[src/rtl/instr_stream_encoder_pkg.sv]
// Shared instruction-format definitions: class codes, opcodes and field positions.
// The control decoder imports the same opcode constants, so both sides always agree.
package instr_pkg;

    typedef enum logic [3:0] {
        CLS_R    = 4'd0,
        CLS_LW   = 4'd1,
        CLS_SW   = 4'd2,
        CLS_ADDI = 4'd3,
        CLS_BEQ  = 4'd4,
        CLS_BVF  = 4'd5,
        CLS_BEN  = 4'd6,
        CLS_J    = 4'd7
    } cls_e;

    localparam logic [5:0] OP_R    = 6'h00;
    localparam logic [5:0] OP_J    = 6'h02;
    localparam logic [5:0] OP_BEQ  = 6'h04;
    localparam logic [5:0] OP_BVF  = 6'h05;
    localparam logic [5:0] OP_BEN  = 6'h06;
    localparam logic [5:0] OP_ADDI = 6'h08;
    localparam logic [5:0] OP_LW   = 6'h23;
    localparam logic [5:0] OP_SW   = 6'h2B;

    localparam int OP_LSB    = 26;
    localparam int RS_LSB    = 21;
    localparam int RT_LSB    = 16;
    localparam int RD_LSB    = 11;
    localparam int SHAMT_LSB = 6;

    function automatic logic [31:0] pack_r(input logic [4:0] rs, input logic [4:0] rt,
                                           input logic [4:0] rd, input logic [4:0] shamt,
                                           input logic [5:0] funct);
        return (32'(OP_R) << OP_LSB) | (32'(rs) << RS_LSB) | (32'(rt) << RT_LSB) |
               (32'(rd) << RD_LSB) | (32'(shamt) << SHAMT_LSB) | 32'(funct);
    endfunction

    function automatic logic [31:0] pack_i(input logic [5:0] op, input logic [4:0] rs,
                                           input logic [4:0] rt, input logic [15:0] imm);
        return (32'(op) << OP_LSB) | (32'(rs) << RS_LSB) | (32'(rt) << RT_LSB) | 32'(imm);
    endfunction

    function automatic logic [31:0] pack_j(input logic [25:0] target);
        return (32'(OP_J) << OP_LSB) | 32'(target);
    endfunction

endpackage

[src/rtl/instr_stream_encoder_if.sv]
// Field-bundle stream from the host and instruction-memory write port.
// The host drives the master side of instr_stream_if; the encoder drives the master side of imem_wr_if.
interface instr_stream_if;
    logic        in_valid;
    logic        in_ready;
    logic [3:0]  in_cls;
    logic [4:0]  in_rs;
    logic [4:0]  in_rt;
    logic [4:0]  in_rd;
    logic [4:0]  in_shamt;
    logic [5:0]  in_funct;
    logic [15:0] in_imm;
    logic [25:0] in_target;
    logic        in_last;

    modport master (
        output in_valid, in_cls, in_rs, in_rt, in_rd, in_shamt, in_funct, in_imm, in_target, in_last,
        input  in_ready
    );
    modport slave (
        input  in_valid, in_cls, in_rs, in_rt, in_rd, in_shamt, in_funct, in_imm, in_target, in_last,
        output in_ready
    );
endinterface

interface imem_wr_if #(parameter int ADDR_W = 8);
    logic              mem_we;
    logic [ADDR_W-1:0] mem_addr;
    logic [31:0]       mem_wdata;

    modport master (output mem_we, mem_addr, mem_wdata);
    modport slave  (input  mem_we, mem_addr, mem_wdata);
endinterface

[src/rtl/instr_stream_encoder_field_pack.sv]
// Combinational class + fields -> 32-bit instruction word, flagging unknown classes.
// INSTR_ENC_BRANCH_REL_EN: branch immediates arrive as absolute word addresses and are made PC-relative.
module instr_field_pack
    import instr_pkg::*;
#(
    parameter int ADDR_W = 8
) (
    input  logic [3:0]        cls_i,
    input  logic [4:0]        rs_i,
    input  logic [4:0]        rt_i,
    input  logic [4:0]        rd_i,
    input  logic [4:0]        shamt_i,
    input  logic [5:0]        funct_i,
    input  logic [15:0]       imm_i,
    input  logic [25:0]       target_i,
    input  logic [ADDR_W-1:0] pc_i,
    output logic [31:0]       word_o,
    output logic              illegal_o
);

    logic [15:0] branchImm;

`ifdef INSTR_ENC_BRANCH_REL_EN
    // Offset is relative to the word after the branch itself.
    assign branchImm = imm_i - (16'(pc_i) + 16'd1);
`else
    logic unusedPc;
    assign unusedPc  = ^pc_i;
    assign branchImm = imm_i;
`endif

    always_comb begin
        word_o    = 32'h0000_0000;
        illegal_o = 1'b0;
        case (cls_i)
            CLS_R:    word_o = pack_r(rs_i, rt_i, rd_i, shamt_i, funct_i);
            CLS_LW:   word_o = pack_i(OP_LW, rs_i, rt_i, imm_i);
            CLS_SW:   word_o = pack_i(OP_SW, rs_i, rt_i, imm_i);
            CLS_ADDI: word_o = pack_i(OP_ADDI, rs_i, rt_i, imm_i);
            CLS_BEQ:  word_o = pack_i(OP_BEQ, rs_i, rt_i, branchImm);
            CLS_BVF:  word_o = pack_i(OP_BVF, rs_i, rt_i, branchImm);
            CLS_BEN:  word_o = pack_i(OP_BEN, rs_i, rt_i, branchImm);
            CLS_J:    word_o = pack_j(target_i);
            default:  illegal_o = 1'b1;
        endcase
    end

endmodule

[src/rtl/instr_stream_encoder.sv]
// Session FSM, write pointer, word count and registered memory write port for the loader encoder.
// Optional macro INSTR_ENC_BRANCH_REL_EN is handled inside instr_field_pack.
module instr_stream_encoder
    import instr_pkg::*;
#(
    parameter int ADDR_W = 8
) (
    input  logic              clk,
    input  logic              reset,
    input  logic              start,
    input  logic [ADDR_W-1:0] base_addr,
    instr_stream_if.slave     in_if,
    imem_wr_if.master         mem_if,
    output logic              busy,
    output logic              done,
    output logic              err,
    output logic [ADDR_W:0]   count
);

    localparam logic [1:0] S_IDLE  = 2'd0;
    localparam logic [1:0] S_LOAD  = 2'd1;
    localparam logic [1:0] S_DRAIN = 2'd2;
    localparam logic [1:0] S_DONE  = 2'd3;

    localparam logic [ADDR_W:0] FULL_CNT = {1'b1, {ADDR_W{1'b0}}};

    logic [1:0]        state_q, state_d;
    logic [ADDR_W-1:0] ptr_q, ptr_d;
    logic [ADDR_W:0]   count_q, count_d;
    logic              err_q, err_d;
    logic              we_q, we_d;
    logic [ADDR_W-1:0] addr_q, addr_d;
    logic [31:0]       wdata_q, wdata_d;

    logic [31:0]       packedWord;
    logic              packedIllegal;
    logic              handshake;

    instr_field_pack #(.ADDR_W(ADDR_W)) u_pack (
        .cls_i     (in_if.in_cls),
        .rs_i      (in_if.in_rs),
        .rt_i      (in_if.in_rt),
        .rd_i      (in_if.in_rd),
        .shamt_i   (in_if.in_shamt),
        .funct_i   (in_if.in_funct),
        .imm_i     (in_if.in_imm),
        .target_i  (in_if.in_target),
        .pc_i      (ptr_q),
        .word_o    (packedWord),
        .illegal_o (packedIllegal)
    );

    assign in_if.in_ready = (state_q == S_LOAD);
    assign handshake      = in_if.in_valid & in_if.in_ready;

    // Pointer and count advance at the handshake; the output register carries the word's address.
    always_comb begin
        state_d = state_q;
        ptr_d   = ptr_q;
        count_d = count_q;
        err_d   = err_q;
        we_d    = 1'b0;
        addr_d  = addr_q;
        wdata_d = wdata_q;
        case (state_q)
            S_IDLE: begin
                if (start) begin
                    ptr_d   = base_addr;
                    count_d = '0;
                    err_d   = 1'b0;
                    state_d = S_LOAD;
                end
            end
            S_LOAD: begin
                if (handshake) begin
                    if (packedIllegal) err_d = 1'b1;
                    if (count_q == FULL_CNT) begin
                        err_d = 1'b1;
                    end else begin
                        we_d    = 1'b1;
                        addr_d  = ptr_q;
                        wdata_d = packedWord;
                        ptr_d   = ptr_q + ADDR_W'(1);
                        count_d = count_q + (ADDR_W+1)'(1);
                    end
                    if (in_if.in_last) state_d = S_DRAIN;
                end
            end
            S_DRAIN: state_d = S_DONE;
            default: state_d = S_IDLE;
        endcase
    end

    always_ff @(posedge clk) begin
        if (reset) begin
            state_q <= S_IDLE;
            ptr_q   <= '0;
            count_q <= '0;
            err_q   <= 1'b0;
            we_q    <= 1'b0;
            addr_q  <= '0;
            wdata_q <= '0;
        end else begin
            state_q <= state_d;
            ptr_q   <= ptr_d;
            count_q <= count_d;
            err_q   <= err_d;
            we_q    <= we_d;
            addr_q  <= addr_d;
            wdata_q <= wdata_d;
        end
    end

    assign mem_if.mem_we    = we_q;
    assign mem_if.mem_addr  = addr_q;
    assign mem_if.mem_wdata = wdata_q;
    assign busy             = (state_q != S_IDLE);
    assign done             = (state_q == S_DONE);
    assign err              = err_q;
    assign count            = count_q;

endmodule

[src/flat_wrapper.sv]
// flat-port wrapper written by rule: the top's interface ports become plain ports
module instr_stream_encoder_flat import instr_pkg::*;
#(
    parameter int ADDR_W = 8
)
  (clk, reset, start, base_addr, busy, done, err, count, in_if_in_valid, in_if_in_cls, in_if_in_rs, in_if_in_rt, in_if_in_rd, in_if_in_shamt, in_if_in_funct, in_if_in_imm, in_if_in_target, in_if_in_last, in_if_in_ready, mem_if_mem_we, mem_if_mem_addr, mem_if_mem_wdata);
  instr_stream_if in_if_i ();
  imem_wr_if #(.ADDR_W(ADDR_W)) mem_if_i ();
  input  logic clk;
  input  logic reset;
  input  logic start;
  input  logic [ADDR_W-1:0] base_addr;
  output logic busy;
  output logic done;
  output logic err;
  output logic [ADDR_W:0] count;
  input wire logic [$bits(in_if_i.in_valid)-1:0] in_if_in_valid;
  input wire logic [$bits(in_if_i.in_cls)-1:0] in_if_in_cls;
  input wire logic [$bits(in_if_i.in_rs)-1:0] in_if_in_rs;
  input wire logic [$bits(in_if_i.in_rt)-1:0] in_if_in_rt;
  input wire logic [$bits(in_if_i.in_rd)-1:0] in_if_in_rd;
  input wire logic [$bits(in_if_i.in_shamt)-1:0] in_if_in_shamt;
  input wire logic [$bits(in_if_i.in_funct)-1:0] in_if_in_funct;
  input wire logic [$bits(in_if_i.in_imm)-1:0] in_if_in_imm;
  input wire logic [$bits(in_if_i.in_target)-1:0] in_if_in_target;
  input wire logic [$bits(in_if_i.in_last)-1:0] in_if_in_last;
  output wire logic [$bits(in_if_i.in_ready)-1:0] in_if_in_ready;
  output wire logic [$bits(mem_if_i.mem_we)-1:0] mem_if_mem_we;
  output wire logic [$bits(mem_if_i.mem_addr)-1:0] mem_if_mem_addr;
  output wire logic [$bits(mem_if_i.mem_wdata)-1:0] mem_if_mem_wdata;
  assign in_if_i.in_valid = in_if_in_valid;
  assign in_if_i.in_cls = in_if_in_cls;
  assign in_if_i.in_rs = in_if_in_rs;
  assign in_if_i.in_rt = in_if_in_rt;
  assign in_if_i.in_rd = in_if_in_rd;
  assign in_if_i.in_shamt = in_if_in_shamt;
  assign in_if_i.in_funct = in_if_in_funct;
  assign in_if_i.in_imm = in_if_in_imm;
  assign in_if_i.in_target = in_if_in_target;
  assign in_if_i.in_last = in_if_in_last;
  assign in_if_in_ready = in_if_i.in_ready;
  assign mem_if_mem_we = mem_if_i.mem_we;
  assign mem_if_mem_addr = mem_if_i.mem_addr;
  assign mem_if_mem_wdata = mem_if_i.mem_wdata;
  instr_stream_encoder #(.ADDR_W(ADDR_W)) u_core (.clk(clk), .reset(reset), .start(start), .base_addr(base_addr), .in_if(in_if_i), .mem_if(mem_if_i), .busy(busy), .done(done), .err(err), .count(count));
endmodule
[config.mk]
export PLATFORM = sky130hd
export DESIGN_NAME = instr_stream_encoder_flat
export DESIGN_NICKNAME = d
export VERILOG_FILES = /design/src/rtl/instr_stream_encoder_pkg.sv /design/src/rtl/instr_stream_encoder_if.sv /design/src/rtl/instr_stream_encoder_field_pack.sv /design/src/rtl/instr_stream_encoder.sv /design/src/flat_wrapper.sv
export SDC_FILE = /design/constraint.sdc
export NUM_CORES = 1
export LEC_CHECK = 0
export CORE_ASPECT_RATIO = 0.7
export CORE_MARGIN = 2
export CORE_UTILIZATION = 39
export DETAILED_ROUTE_END_ITERATION = 10
export PLACE_DENSITY_LB_ADDON = 0.25
export SYNTH_ARGS = -nofsm -noshare
export SYNTH_HDL_FRONTEND = slang
export SYNTH_SLANG_ARGS = --single-unit
export TNS_END_PERCENT = 20
[constraint.sdc]
create_clock -name clk -period 2.5 [get_ports clk]
set_input_delay 0.5 -clock clk [delete_from_list [all_inputs] [get_ports clk]]
set_output_delay 0.5 -clock clk [all_outputs]
set_load 0.01 [all_outputs]
==> summary.md <==
| Metric | Value |
|---|---|
| VDD IR-drop max | 0.331 mV |
| Worst Hold Class | reg -> reg |
| Routed vias | 3070 |
| Total track usage | between 20% and 30% |
| Iter 0 DRT Violations | roughly 240 |
| Net Count, Synth | just over 400 |
| Number of instances in the synthesized netlist | 316 |
| Setup-failing EPs final | 0 |
| CTS HTree Levels | 3 |
| Post-Route Setup TNS | 0 ns |
| TritonCTS Sinks | 60 |
| Crit-path slowest cell | clkdlybuf4s50_1 |
| Worst setup startpoint | u_core.state_q[1] |
| Netlist cell types | 46 |
| Resized cells post-CTS | 0 |
| Worst setup EP type | output port |
| Primary FF master, synth | dfxtp_1 |
| Hold_ws | ~0.45 ns |
| Crit path max fanout | 26 |
| Minimum clock period | about 2.3 ns |
| CP startpoint kind | flop |
| Worst path cell trace | inv_1 > ha_1 > buf_4 > clkdlybuf4s50_1 |
| Synthesis-to-layout area growth | 60.5% |
| Core Region | 7220 um^2 |
| Routability cong. | just over 0.8 |
| Max incr delay on CP | 0.58 ns |
| Max Slew Vio Count | 0 |
| Number of enable flip-flop cells after synthesis | 0 |
| R2r endpoint | u_core.count[5] |
| Slew @ Worst Pin | roughly 0.76 ns |
| Total die area | 8120 um^2 |
| Share of cells above drive strength 1 | between 8 and 9% |
| Routed len/inst | roughly 16 um |
| Cell at the root of the clock tree | clkbuf_8 |
| Worst R2R Setup Slack | 0.29 ns |
| Max Cap Violations | 0 |
| Fillers | 596 |
| Final Util | 64.2% |
| Nets | ~550 |
| Top cells by area, synth | dfxtp_1 (42%), o2bb2ai_1 (7.9%), a222oi_1 (5.5%) |
| Leading area contributor after synthesis | dfxtp_1 |
| Seq cells post-synth | 60 |
| Fmax | between 400 and 500 MHz |
| Clk buf depth | 2 |
| Final WL | roughly 9 mm |
| First-pass DRT Iterations | 7 |
| Dpl hpwl | 6.83 mm |
| Largest net degree at the start of global routing | 27 |
| Synthesized area | a little under 3000 um^2 |
| FP Rows | 26 |
| Post-CTS Setup Inserts | 0 |
| Top cell type's share of synthesized area | ~42% |
| Worst setup path category | reg -> out |
| Status | finished, final reports clean |
| Total CTS buffers | 9 |
| Port Buffer Count | around 140 |
| Hold-fix buffers, CTS | 0 |
| Syn_area_per_cell | a little over 9 um^2 |
| Total gr overflow | 0 |
| Worst-Skew Late Latency | ~0.33 ns |
| Worst Hold Launch | u_core.err |
| CP arrival | 1.81 ns |
| Reg2Reg Depth | 7 |
| Drt drc | 0 |
| Crit path depth | 4 |
| DRT antenna net count | 0 |
| CTS tree | built |
| Pleak | between 1.5 and 2 nW |
| Die width | 107 um |
| Final hold vios | 0 |
| I/O Pins | 139 |
| Initial antenna violation count | 0 |
| Layout Cells excl Fill | 562 |
| Footprint of the multi-input gates | roughly 1500 um^2 |
| Post-synthesis sequential area ratio | slightly above 40% |
| RSZ-0062 raised after global routing | no |
| Most common cell after layout, fill and taps aside | clkdlybuf4s50_1 |
| First-pass GRT wire length | between 10 and 15 mm |
| Die Y | between 70 and 80 um |
| Setup crit end | in_if_in_ready |
| RR Startpoint | u_core.state_q[0] |
| Ys async rst share | 0% |
| Dpl cells | around 550 |
| Final period utilization | 92.2% |
| Reg area | 1200 um^2 |
| Warnings, synthesis | 0 |
| # diodes | 0 |
| Clock-pin slew on the worst setup and hold paths | 0.06 ns |
| Most frequent cells in the layout | clkdlybuf4s50_1 (137), dfxtp_1 (60), o2bb2ai_1 (26) |
| Normalized max-slew margin | 48.8% |
| Cell family with most CP delay | buffers and inverters |
| Pwr/cell area | 708 nW/um^2 |
| Final Skew | just under 0.007 ns |
| Critical Path RT | 2.00 ns |
| Vias in the first global route | slightly below 3000 |
| Crit path buffers/inverters | 3 |
| Drt via density | 5.46 |
| Initial core utilization | around two fifths |
## routing by layer
| layer | vias up | routed length [um] | GRT usage [%] |
|---|---|---|---|
| li1 | 1512 | - | - |
| met5 | - | 0 | 0 |
| met1 | 1435 | 4220 | 30.9 |
| met3 | 15 | 667 | 7.36 |
| met4 | 0 | 153 | 7.01 |
| met2 | 108 | 3970 | 34.3 |
## state kept, by name, indices dropped and copies added, names as in the netlist
register	cells
u_core.mem_if.mem_wdata	31
u_core.count	9
u_core.mem_if.mem_addr	8
u_core.ptr_q	8
u_core.state_q	2
u_core.err	1
u_core.mem_if.mem_we	1
## where the power goes
part | total, W | switching, W | internal, W
Clock | 0.000853 | 0.000351 | 0.000502
Sequential | 0.00118 | 0.000113 | 0.00107
Combinational | 0.00125 | 0.000635 | 0.000613
## worst register-to-register path: cells and delay by family (launching register included)
kind            cells  cell delay (ns)
flops               1             0.38
fa+ha+maj           1             0.27
simple gates        3             1.07
compound gates      1             0.15
buf+inv             2             0.27
## synth_stat cells (7+ instances only)
cell,instances
dfxtp_1,60
o2bb2ai_1,26
nor2_1,20
a21oi_1,18
a222oi_1,16
clkbuf_1,16
nand2_1,16
inv_1,12
mux2i_1,12
nand3_1,11
o21ai_0,11
a22oi_1,10
or3_1,9
ha_1,7
## cell type report
| type | count | area share [%] |
|---|---|---|
| clock buffer | 12 | 3.35 |
| multi-input combinational | 219 | 33.0 |
| sequential | 60 | 25.9 |
| inverter | 12 | 0.972 |
| tap | 98 | 2.65 |
| clock inverter | 2 | 0.756 |
| timing repair buffer | 159 | 33.4 |
## how the worst min path moves through the flow
stage / slack, ns / end / depth (start not counted)
final: 0.45 / u_core.err / 2
after global routing: 0.47 / u_core.err / 2
after detailed placement: 0.44 / u_core.err / 2
after CTS: 0.45 / u_core.err / 2
after global placement: 0.45 / u_core.mem_if.mem_wdata[13] / 1
after floorplan: 0.47 / u_core.err / 2
## cell families after synthesis
| family | Yosys count | synth area share [%] |
|---|---|---|
| XOR/XNOR | 3 | 0.910 |
| other | 1 | 0.130 |
| AND/OR/NAND/NOR | 89 | 16.5 |
| buffers and inverters | 37 | 5.76 |
| AO/OA/AOI/OAI | 107 | 28.0 |
| multiplexers | 12 | 4.16 |
| adder cells (fa/ha/maj) | 7 | 3.03 |
| flip-flops | 60 | 41.6 |
## metrics by stage
| stage | area, um^2 | worst slack [ns] | power, W |
|---|---|---|---|
| final | 4640 | 0.194 | 0.00328 |
| after global routing | 4640 | 0.0704 | 0.00349 |
| after CTS | 4640 | 0.171 | 0.00330 |
| after detailed placement | 4450 | 0.102 | 0.00243 |
| after global placement | 4450 | 0.136 | 0.00240 |
| after floorplan | 2890 | 0.305 | 0.00193 |
Power figures use the tool's default switching activity.
